==> config.mk <==
export PLATFORM = sky130hd
export DESIGN_NAME = reg_write_initiator
export DESIGN_NICKNAME = d
export VERILOG_FILES = /design/src/rtl/reg_write_initiator.sv
export SDC_FILE = /design/constraint.sdc
export NUM_CORES = 1
export LEC_CHECK = 0
export ABC_AREA = 1
export BUFFER_PORTS_ARGS = -buffer_cell sky130_fd_sc_hd__buf_2
export CAP_MARGIN = 20
export CORE_ASPECT_RATIO = 1.5
export CORE_MARGIN = 5
export CORE_UTILIZATION = 40
export CTS_CLUSTER_SIZE = 28
export DETAILED_ROUTE_END_ITERATION = 6
export PLACE_DENSITY = 0.69
export SYNTH_ARGS = -nofsm -noshare
export SYNTH_HDL_FRONTEND = slang
export SYNTH_SLANG_ARGS = --single-unit
==> constraint.sdc <==
create_clock -name clock -period 2.4 [get_ports clock]
set_clock_uncertainty 0.05 [all_clocks]
set_input_delay 0.12 -clock clock [delete_from_list [all_inputs] [get_ports clock]]
set_output_delay 0.12 -clock clock [all_outputs]
set_load 0.03 [all_outputs]
==> src/rtl/reg_write_initiator.sv <==
// Write-side bus initiator for the register file: queues host write requests
// in a small FIFO and drains them one per cycle while io_enable is high.
module reg_write_initiator #(
    parameter int ADDR_WIDTH = 2,
    parameter int DATA_WIDTH = 16,
    parameter int DEPTH      = 4
) (
    input  logic                         clock,
    input  logic                         reset,
    input  logic                         io_req_valid,
    output logic                         io_req_ready,
    input  logic [ADDR_WIDTH-1:0]        io_req_addr,
    input  logic [DATA_WIDTH-1:0]        io_req_data,
    input  logic                         io_enable,
    output logic                         io_mem_wr,
    output logic [ADDR_WIDTH-1:0]        io_mem_addr,
    output logic [DATA_WIDTH-1:0]        io_mem_din,
    output logic [$clog2(DEPTH):0]       io_count,
    output logic                         io_busy
);

    localparam int PTR_W   = $clog2(DEPTH);
    localparam int CNT_W   = PTR_W + 1;
    localparam int ENTRY_W = ADDR_WIDTH + DATA_WIDTH;

    logic [ENTRY_W-1:0] fifo_mem [DEPTH];
    logic [PTR_W-1:0]   wr_ptr;
    logic [PTR_W-1:0]   rd_ptr;
    logic [CNT_W-1:0]   count;
    logic               push;
    logic               pop;

    // Ready comes from registered occupancy only, so a pop never opens a slot
    // for a push in the same cycle while the FIFO is full.
    assign io_req_ready = (count != CNT_W'(DEPTH));
    assign push         = io_req_valid && io_req_ready;
    assign pop          = io_enable && (count != '0);
    assign io_count     = count;
    assign io_busy      = (count != '0) || io_mem_wr;

    // Storage is not reset; occupancy and pointers alone decide what is valid.
    always_ff @(posedge clock) begin
        if (reset && push) begin
            fifo_mem[wr_ptr] <= {io_req_addr, io_req_data};
        end
    end

    always_ff @(posedge clock) begin
        if (!reset) begin
            wr_ptr      <= '0;
            rd_ptr      <= '0;
            count       <= '0;
            io_mem_wr   <= 1'b0;
            io_mem_addr <= '0;
            io_mem_din  <= '0;
        end else begin
            if (push) begin
                wr_ptr <= wr_ptr + PTR_W'(1);
            end
            // Address and data hold between strobes so the selected register
            // never changes without a write.
            if (pop) begin
                {io_mem_addr, io_mem_din} <= fifo_mem[rd_ptr];
                rd_ptr                    <= rd_ptr + PTR_W'(1);
            end
            io_mem_wr <= pop;
            case ({push, pop})
                2'b10:   count <= count + CNT_W'(1);
                2'b01:   count <= count - CNT_W'(1);
                default: count <= count;
            endcase
        end
    end

endmodule

==> results of run 1 <==
-- cells in the mapped netlist, drive strengths merged --
library cell,n
inv,107
edfxtp,72
nand3b,1
o21ai,3
ha,5
nor2,48
buf,16
nand2,140
nand3,39
clkbuf,2
or2,1
a21oi,4
dfxtp,26
fa,1
a21boi,1
-- registers in the layout, indices dropped and copies added (netlist names) --
signal       flops
fifo_mem        72
io_mem_din      16
io_count         3
io_mem_addr      2
rd_ptr           2
wr_ptr           2
io_mem_wr        1
-- area by class of cell --
type,count,area [um^2],area share [%]
clock buffers,10,229,4.51
repair buffers,72,473,9.31
flip-flops and latches,98,2680,52.8
multi-input cells,243,1040,20.6
clock inverters,6,66.3,1.31
well taps,144,180,3.55
inverters,107,402,7.91
-- timing repair --
action | CTS | global route
endpoints found under the hold margin | 72 | 0
hold buffers | 18 | 0
gates resized for setup | 0 | 0
-- path summary, 6_finish.rpt --
check             slack [ns]                   startpoint                     endpoint  depth (start not counted)
setup / recovery        0.61     io_count[0]$_SDFFE_PN0P_     io_count[2]$_SDFFE_PN0P_                         12
setup reg to reg        0.61     io_count[0]$_SDFFE_PN0P_     io_count[2]$_SDFFE_PN0P_                         12
hold reg to reg         0.46  io_mem_din[12]$_SDFFE_PN0P_  io_mem_din[12]$_SDFFE_PN0P_                          4
hold / removal          0.02                    io_enable       rd_ptr[1]$_SDFFE_PN0P_                          3
-- layer usage --
metal | part of all wire (%) | wire, um | up-vias | global-route usage, %
met2 | 51 | 4150 | 55 | 23.4
met3 | 4.6 | 374 | 9 | 3.10
li1 | - | - | 1537 | -
met1 | 42 | 3390 | 1328 | 15.2
met5 | 0 | 0 | - | 0
met4 | 2.2 | 176 | 0 | 7.55
-- power breakdown --
group | internal, mW | switching, mW
combinational | 0.474 | 1.07
clock | 0.810 | 0.597
sequential | 2.02 | 0.0887
total | 3.31 | 1.75
-- critical path: stages, from the launching register on --
cell and delay, ns:
dfxtp_1 0.33, nor2_2 0.15, a21boi_1 0.11, inv_1 0.09, ha_1 0.16, inv_1 0.07
fa_1 0.39, inv_1 0.07, nand2_1 0.04, nand3_1 0.08, nand2_1 0.05, nand2_1 0.05
nor2_1 0.04
-- logic make-up (layout without fill, tap and decap cells) --
group	after synthesis	after routing	synth area share (%)
fa+ha+maj	6	6	1.94
flops	98	98	63.2
simple gates	229	229	21.6
compound gates	8	8	1.00
buf+inv	125	195	12.3
-- metrics by stage --
step	area, um^2	power (mW)	std cells	setup WS [ns]	hold WS (ns)
after floorplan	4250	3.34	466	0.240	0.169
after global placement	4600	3.64	646	0.682	0.280
after detailed placement	4600	3.69	646	0.612	0.287
after CTS	5080	5.12	680	0.602	0.0111
after global routing	5080	5.38	680	0.409	0.0429
final	5080	5.06	680	0.608	0.0228
==> Implementation_results.wiki, run 1 <==
{| class="wikitable"
! Metric !! Value
|-
| Result of the run || finished clean
|-
| Register clock-pin slew on the reported worst setup and hold paths || around 0.070 ns
|-
| Cell area power density || 997 mW/mm^2
|-
| Drt first-iter violations || 127
|-
| Final worst path period share || 74.7%
|-
| Post-layout util || between 40 and 50%
|-
| Area growth from synthesis to final layout || 19.5%
|-
| Path type of the worst min-delay path || in2reg
|-
| Cell type with the largest total area after synthesis || edfxtp_1
|-
| Synthesized instance count || 466
|-
| Netlist area before placement || 0.00425 mm^2
|-
| Number of I/O port buffers || 45
|-
| Standby leakage power || 2.42 nW
|-
| Number of sinks driven by the clock tree || a little under 100
|-
| Critical path data arrival time || 1.98 ns
|-
| 1st-pass router iterations || 4
|-
| Pin count of the biggest net entering global routing || 40
|-
| Worst-case clock buffer depth || 2
|-
| Most frequent cells in the layout || nand2_1, inv_1, edfxtp_1
|-
| Fraction of final layout cells sized beyond drive strength 1 || 14.0%
|-
| Initial antenna violation count || 0
|-
| Setup repair after global routing missed its margin || false
|-
| Antenna-violating nets left || 0
|-
| Crit-path max FO || 3
|-
| Slew at the pin closest to its max-slew limit || approximately 0.63 ns
|-
| Sequential area share after synthesis || 63.2%
|-
| Kind of capture point of the worst setup path || register
|-
| Nature of the critical path startpoint || register
|-
| Number of buffers created by CTS || 9
|-
| Total nets after synthesis || 494
|-
| Final count of negative-setup-slack endpoints || 0
|-
| GR Util All Layers || 13.5%
|-
| Insertion delay of the later-clocked pin in the worst-skew pair || 0.34 ns
|-
| Die outline area || 0.0128 mm^2
|-
| Yosys top cell area share || 50.9%
|-
| Worst voltage drop across the vdd grid || between 300 and 400 uV
|-
| Most frequent standard cell in the layout excluding fill and tap cells || nand2_1
|-
| # Post-CTS Setup Buffers || 0
|-
| Chip width || between 90 and 100 um
|-
| Gpl congestion || ~0.7
|-
| Peak clock frequency supported by timing || 0.558 GHz
|-
| Top cells by area, synth || edfxtp_1, nand2_1, dfxtp_1, inv_1, nand3_1
|-
| Average detailed-routed wire length per instance || 11.9 um
|-
| Vert. Die Dim || between 100 and 150 um
|-
| Total DRC errors in the routed layout || 0
|-
| Number of placement rows || 46
|-
| Final Net Count || about 560
|-
| Final worst path period need || 1.79 ns
|-
| Setup_tns || 0 ns
|-
| Seq cells post-synth || 98
|-
| Count of endpoints failing hold in the final timing report || 0
|-
| Via count of the first global-routing pass || 2827
|-
| GRT overflow || 0
|-
| Max-Slew Margin vs Limit || around 58%
|-
| Average cell area after synthesis || 9.12 um^2
|-
| Filler cell count || 974
|-
| Unique masters post-synth || 21
|-
| Detailed-route via count || 2929
|-
| Worst Path Class, Setup || reg2reg
|-
| Number of maximum-capacitance constraint violations || 0
|-
| Post-detailed-route via-to-cell ratio || 4.31
|-
| Antenna diode count || 0
|-
| Number of max-slew violations in the final report || 0
|-
| Core ar. || ~0.010 mm^2
|-
| Initial core utilization || 40.6%
|-
| Global-route wire length before repair || 13200 um
|-
| Required time of the critical path || 2.59 ns
|-
| Number of warnings issued by yosys || 0
|-
| TritonCTS clock tree || yes
|-
| Half-perimeter wire length of the detailed placement result || 5190 um
|-
| Total Wirelength || about 8000 um
|-
| I/O pin total || 46
|-
| Buffer cell driving the clock tree root || clkbuf_16
|-
| H-tree levels || 3
|}
Note: power is estimated with default switching activity, not from simulation.
==> inputs of run 2 (changes only) <==
ABC_AREA = 0   (was 1)
PLACE_DENSITY = 0.72   (was 0.69)
clock period = 1.5 ns   (was 2.4 ns; I/O delays follow)
==> run 2 against run 1 <==
- the run now ends with setup timing left
- total power up 60%
- synthesized cell count is 60% lower
- largest cell class unchanged
- first-iteration DRC count rose by 4.7%
- highest routed layer unchanged
- non-clock buffer count up 33
- wire length shrank 4.4%
- critical path depth shrank 3
- clock-buffer cell count is the same
- via count down 29%
- utilization rose by 9.2 points
- combinational power up 64%
- critical endpoint unchanged
- design area is 0.27% higher
==> Implementation_results.wiki, run 2 <==
{| class="wikitable"
! Metric !! Value
|-
| Cells on Worst Hold Path || 4
|-
| Final worst path period need || 2.12 ns
|-
| Number of buffers created by CTS || 9
|-
| Critical path data arrival time || roughly 2.3 ns
|-
| Vert. Die Dim || ~130 um
|-
| Netlist area before placement || 0.00360 mm^2
|-
| Biggest register || fifo_mem
|-
| Count leader, synth || edfxtp_1
|-
| Worst-case clock buffer depth || 2
|-
| GR Util All Layers || 15.7%
|-
| Total nets after synthesis || 213
|-
| Sequential Power Share || 41.3%
|-
| Standby leakage power || 1.90 nW
|-
| Prevailing post-synth register cell || edfxtp_1
|-
| Cell count after placement || 354
|-
| Most used standard cells in the synthesized netlist || edfxtp_1, dfxtp_1, a22o_1, mux4_2, inv_1
|-
| Max-Slew Margin vs Limit || between 70% and 80%
|-
| Worst Path Class, Setup || reg2reg
|-
| Chip width || 87.4 um
|-
| Result of the run || finished with violations
|-
| Unique masters post-synth || 27
|-
| Average detailed-routed wire length per instance || 19.0 um
|-
| Switching power of the nets || 2.32 mW
|-
| I/O pin total || 46
|-
| Nature of the critical path startpoint || register
|-
| Via count of the first global-routing pass || 2276
|-
| Gpl congestion || 0.712
|-
| Kind of capture point of the worst setup path || register
|-
| Half-perimeter wire length of the detailed placement result || around 4200 um
|-
| Initial core utilization || around two fifths
|-
| Clk network pwr share || between 20 and 30%
|-
| Total power || 8.10 mW
|-
| Pint || 5.78 mW
|-
| R2R depth || 9
|-
| Crit-path max FO || 2
|-
| Seq cells post-synth || 98
|-
| Filler cell count || 680
|-
| Worst voltage drop across the vdd grid || 1150 uV
|-
| Top cells by area, synth || edfxtp_1, dfxtp_1, mux4_2, a22o_1, ha_1
|-
| Sequential area share after synthesis || ~75%
|-
| Combinational share of power || a little under a third
|-
| Core ar. || 0.00883 mm^2
|-
| Synthesized instance count || 185
|-
| Register clock-pin slew on the reported worst setup and hold paths || 0.06 ns
|-
| Final worst path period share || 141%
|-
| Non-filler instance count after layout || roughly 400
|-
| Pin count of the biggest net entering global routing || 19
|-
| Global-route wire length before repair || 12600 um
|-
| Worst path setup slack after routing || -0.616 ns
|-
| Insertion delay of the later-clocked pin in the worst-skew pair || 0.33 ns
|-
| Initial antenna violation count || 0
|-
| Detailed-route via count || 2077
|-
| Number of sinks driven by the clock tree || ~100
|-
| Area growth from synthesis to final layout || 41.5%
|-
| Most frequent standard cell in the layout excluding fill and tap cells || edfxtp_1
|-
| Path type of the worst min-delay path || in2reg
|-
| Flip-flop count of the largest register, all copies and words added || 72
|-
| Net switching fraction of the power || between 20 and 30%
|-
| Fraction of registers with async set/reset || 0%
|-
| GRT overflow || 0
|-
| Total DRC errors in the routed layout || 0
|-
| H-tree levels || 3
|-
| Most frequent cells in the layout || edfxtp_1, buf_2, dfxtp_1
|-
| Number of placement rows || 42
|-
| Final-layout worst hold slack || 0.0910 ns
|-
| Number of max-slew violations in the final report || 0
|-
| Post-detailed-route via-to-cell ratio || 5.09
|-
| Number of warnings issued by yosys || 0
|-
| Footprint of the flip-flops and latches || roughly 0.0027 mm^2
|-
| TritonCTS clock tree || yes
|-
| Cell area power density || 1590 mW/mm^2
|-
| Final count of negative-setup-slack endpoints || 96
|-
| Yosys top cell area share || 60.1%
|-
| Peak clock frequency supported by timing || 0.473 GHz
|-
| Multi-input gate area in the final layout || 890 um^2
|-
| Violated checks || setup timing
|-
| Number of enable flip-flop cells after synthesis || 72
|-
| Average cell area after synthesis || 19.4 um^2
|-
| Antenna-violating nets left || 0
|-
| Total Wirelength || 7730 um
|-
| Setup repair after global routing missed its margin || true
|-
| Cell type with the largest total area after synthesis || edfxtp_1
|-
| 1st-pass router iterations || 4
|-
| Buffer cell driving the clock tree root || clkbuf_16
|-
| Number of I/O port buffers || 45
|-
| Fraction of final layout cells sized beyond drive strength 1 || between 40% and 50%
|-
| Drt first-iter violations || around 130
|-
| Count of endpoints failing hold in the final timing report || 0
|-
| Die outline area || 0.0110 mm^2
|-
| Antenna diode count || 0
|-
| Slew at the pin closest to its max-slew limit || 0.393 ns
|-
| Final Net Count || ~320
|-
| Number of maximum-capacitance constraint violations || 0
|-
| Required time of the critical path || around 1.7 ns
|}
==> run 2: cell count changes in the layout (fill, tap and decap cells not counted), sizes merged, moves of 33 or more <==
| cell | previous run | this run |
|---|---|---|
| buf | 54 | 87 |
| inv | 108 | 6 |
| nor2 | 48 | 6 |
| nand3 | 39 | 2 |
| nand2 | 140 | 0 |
==> run 2: worst paths after layout <==
kind	slack, ns	start	endpoint
worst max register to register	-0.62	io_count[2]$_SDFFE_PN0P_	io_count[2]$_SDFFE_PN0P_
worst max-delay path	-0.62	io_count[2]$_SDFFE_PN0P_	io_count[2]$_SDFFE_PN0P_
worst min-delay path	0.09	io_enable	rd_ptr[1]$_SDFFE_PN0P_
worst min register to register	0.42	io_mem_din[2]$_SDFFE_PN0P_	io_mem_din[2]$_SDFFE_PN0P_
==> run 2: kinds of logic after synthesis <==
kind of cell               share of synthesized area [%]
AOI/OAI and AO/OA                                   5.98
xor gates and xnor gates                           0.974
adders and majority gates                           2.30
buffers and inverters                               2.26
DFF                                                 74.6
muxes                                               11.3
and+or+nand+nor                                     2.64
==> run 2: stage by stage <==
step                      utilization, %  worst slack [ns]  cell area (um^2)  setup TNS, ns
after global routing                57.7            -0.655              5090         -30.72
after CTS                           58.5            -0.643              5160         -40.55
after detailed placement            47.2            -0.656              4160         -17.91
final                               57.7            -0.616              5090         -26.97
after global placement              47.2            -0.608              4160         -16.51
after floorplan                        -            -0.824              3640         -19.01
==> run 2: power by group through the flow <==
stage | combinational, mW | clock (mW) | sequential (mW)
global route | 2.71 | 2.39 | 3.37
global placement | 2.12 | 0 | 3.38
finish | 2.52 | 2.24 | 3.34
floorplan | 1.12 | 0 | 3.74
CTS | 2.54 | 2.29 | 3.34
detailed placement | 2.16 | 0 | 3.39
==> run 2: area by class of cell <==
| type | instances | share of cell area [%] |
|---|---|---|
| inverter | 7 | 0.516 |
| clock buffer | 10 | 4.69 |
| sequential | 98 | 52.9 |
| tap | 110 | 2.70 |
| multi-input combinational | 72 | 17.5 |
| timing repair buffer | 105 | 20.6 |
| clock inverter | 6 | 1.11 |
==> run 2: timing repair <==
item                                   in CTS  in global routing
setup buffers                              12                  4
pin swaps                                   8                  6
resized for setup                          33                  5
cloned                                     13                  0
setup endpoints to repair                  96                 96
hold buffers                               18                  0
endpoints found under the hold margin      72                  0
==> run 2: critical path: stages (launching register included) <==
cell	delay [ns]
dfxtp_4	0.34
or3b_4	0.37
and2_4	0.15
inv_2	0.06
ha_4	0.12
inv_2	0.03
fa_2	0.34
xor2_2	0.16
or3_1	0.31
a21oi_1	0.12
==> run 2: layer usage <==
| layer | share of wire [%] | vias to the layer above | routed length (um) | global-route usage (%) |
|---|---|---|---|---|
| li1 | - | 962 | - | - |
| met1 | 37 | 1053 | 2820 | 17.6 |
| met2 | 56 | 45 | 4360 | 27.7 |
| met3 | 3.6 | 17 | 281 | 3.07 |
| met4 | 3.4 | 0 | 265 | 7.95 |
| met5 | 0 | - | 0 | 0 |
==> inputs of run 3 (changes only) <==
CELL_PAD_IN_SITES_DETAIL_PLACEMENT = 1   (was not set)
CELL_PAD_IN_SITES_GLOBAL_PLACEMENT = 1   (was not set)
CORE_ASPECT_RATIO = not set   (was 1.5)
PLACE_DENSITY = 0.8   (was 0.72)
TNS_END_PERCENT = 50   (was not set)
==> run 3 against run 2 <==
- the flow still finishes with violations (setup timing)
- largest power group unchanged
- total power down 6.7%
- clock power down 26%
- critical endpoint unchanged
- via count up 3.1%
==> Implementation_results.wiki, run 3 (synthesis results as in run 2) <==
{| class="wikitable"
! Metric !! Value
|-
| Final Net Count || about 320
|-
| Worst-case clock buffer depth || 2
|-
| Setup repair after global routing missed its margin || true
|-
| H-tree levels || 3
|-
| Biggest register || fifo_mem
|-
| 1st-pass router iterations || 4
|-
| Number of I/O port buffers || 45
|-
| Register clock-pin slew on the reported worst setup and hold paths || 0.09 ns
|-
| Detailed-route via count || around 2100
|-
| Wire length on met3 || about 370 um
|-
| TritonCTS clock tree || yes
|-
| GR Util All Layers || between 15 and 20%
|-
| Critical path data arrival time || 2.39 ns
|-
| Max-Slew Margin vs Limit || 72.4%
|-
| Most frequent standard cell in the layout excluding fill and tap cells || edfxtp_1
|-
| Slew at the pin closest to its max-slew limit || 0.408 ns
|-
| Global-route wire length before repair || 13200 um
|-
| Required time of the critical path || 1.73 ns
|-
| Buffer cell driving the clock tree root || clkbuf_8
|-
| Initial core utilization || 41.0%
|-
| Vert. Die Dim || 105 um
|-
| Final-layout worst hold slack || 0.0950 ns
|-
| Insertion delay of the later-clocked pin in the worst-skew pair || 0.35 ns
|-
| Gpl congestion || 0.715
|-
| Number of sinks driven by the clock tree || 98
|-
| Routed wire length on met2 || 4500 um
|-
| Half-perimeter wire length of the detailed placement result || between 4000 and 5000 um
|-
| Flip-flop count of the largest register, all copies and words added || between 70 and 80
|-
| Path type of the worst min-delay path || in2reg
|-
| Initial antenna violation count || 0
|-
| Chip width || 105 um
|-
| Worst Path Class, Setup || reg2reg
|-
| Number of maximum-capacitance constraint violations || 0
|-
| Area growth from synthesis to final layout || 33.8%
|-
| Pin count of the biggest net entering global routing || 19
|-
| Post-detailed-route via-to-cell ratio || 5.31
|-
| Count of endpoints failing hold in the final timing report || 0
|-
| Final worst path period share || 144%
|-
| Number of buffers created by CTS || 9
|-
| Fraction of final layout cells sized beyond drive strength 1 || approximately 44%
|-
| Average detailed-routed wire length per instance || 20.6 um
|-
| Antenna-violating nets left || 0
|-
| Post-Place Setup Slack || -0.706 ns
|-
| Die outline area || 0.0110 mm^2
|-
| Number of placement rows || 34
|-
| Nature of the critical path startpoint || register
|-
| Wire length on met1 || 3270 um
|-
| Final count of negative-setup-slack endpoints || 97
|-
| Total power || roughly 7.6 mW
|-
| Drt first-iter violations || 146
|-
| Via count of the first global-routing pass || 2355
|-
| Final worst path period need || 2.16 ns
|-
| Result of the run || finished with violations
|-
| Longest individual stage delay on the worst path || 0.39 ns
|-
| Cell area power density || 1570 mW/mm^2
|-
| Number of max-slew violations in the final report || 0
|-
| Violated checks || setup timing
|-
| Worst voltage drop across the vdd grid || ~1100 uV
|-
| Peak clock frequency supported by timing || around 0.46 GHz
|-
| Kind of capture point of the worst setup path || register
|-
| Standby leakage power || 1.77 nW
|-
| Topmost layer with routed signal wires || met4
|-
| Core ar. || 0.00876 mm^2
|-
| Total Wirelength || between 8000 and 9000 um
|-
| Most frequent cells in the layout || edfxtp_1, buf_2, dfxtp_1
|-
| Crit-path max FO || 2
|-
| GRT overflow || 0
|-
| I/O pin total || 46
|-
| Cell with the biggest individual delay on the critical path || or3b_4
|-
| Worst path setup slack after routing || -0.661 ns
|-
| Antenna diode count || 0
|-
| Total DRC errors in the routed layout || 0
|-
| Cell-by-cell listing of the critical path || or3b_4 > and2_4 > inv_4 > ha_4 > inv_2 > fa_2 > xor2_1 > or3_1 > a21oi_1
|}
run 3: report_power, final:
group / internal, mW / switching, mW / total [mW]
combinational: 1.24 / 1.32 / 2.55
sequential: 3.21 / 0.133 / 3.34
clock: 0.773 / 0.884 / 1.66
run 3: path summary, 6_finish.rpt:
| check | cells past startpoint | startpoint | end | slack [ns] |
|---|---|---|---|---|
| worst max-delay path | 9 | io_count[1]$_SDFFE_PN0P_ | io_count[2]$_SDFFE_PN0P_ | -0.66 |
| worst min-delay path | 4 | io_enable | rd_ptr[1]$_SDFFE_PN0P_ | 0.09 |
| worst max register to register | 9 | io_count[1]$_SDFFE_PN0P_ | io_count[2]$_SDFFE_PN0P_ | -0.66 |
| worst min register to register | 1 | io_mem_din[14]$_SDFFE_PN0P_ | io_mem_din[14]$_SDFFE_PN0P_ | 0.43 |
run 3: worst max-delay path, delay by kind of cell, from the launching register on:
| family | cells | cell delay, ns |
|---|---|---|
| AND/OR/NAND/NOR | 3 | 0.87 |
| adder cells (fa/ha/maj) | 2 | 0.46 |
| flip-flops | 1 | 0.33 |
| XOR/XNOR | 1 | 0.16 |
| AO/OA/AOI/OAI | 1 | 0.13 |
| buffers and inverters | 2 | 0.10 |
run 3: metrics by stage:
| step | setup TNS, ns | util, % | instances | instance area, um^2 |
|---|---|---|---|---|
| 2_1_floorplan | -21.46 | - | 185 | 3640 |
| 3_3_place_gp | -17.91 | 47.4 | 351 | 4150 |
| 3_5_place_dp | -21.25 | 47.4 | 351 | 4150 |
| 4_1_cts | -21.13 | 54.4 | 401 | 4770 |
| 5_1_grt | -22.62 | 54.9 | 403 | 4810 |
| 6_report | -19.48 | 54.9 | 403 | 4810 |
run 3: routing by layer:
| layer | track usage [%] | vias up |
|---|---|---|
| li1 | - | 963 |
| met1 | 19.7 | 1083 |
| met2 | 26.8 | 80 |
| met3 | 3.76 | 15 |
| met4 | 6.21 | 0 |
| met5 | 0 | - |
run 3: area by class of cell:
cell class / instances / area [um^2]
inverter: 7 / 28.8
multi-input combinational: 78 / 943
tap: 108 / 135
timing repair buffer: 96 / 821
clock buffer: 10 / 128
clock inverter: 6 / 65.1
sequential: 98 / 2690
fill: 842 / 3950
run 3: repair_timing:
action                                 CTS  global route
pin swaps                               11             4
gates resized for setup                 25             4
setup endpoints to repair               96            97
gates cloned                             9             1
endpoints found under the hold margin   74             0
hold buffers                            20             0
setup buffers                            5             3
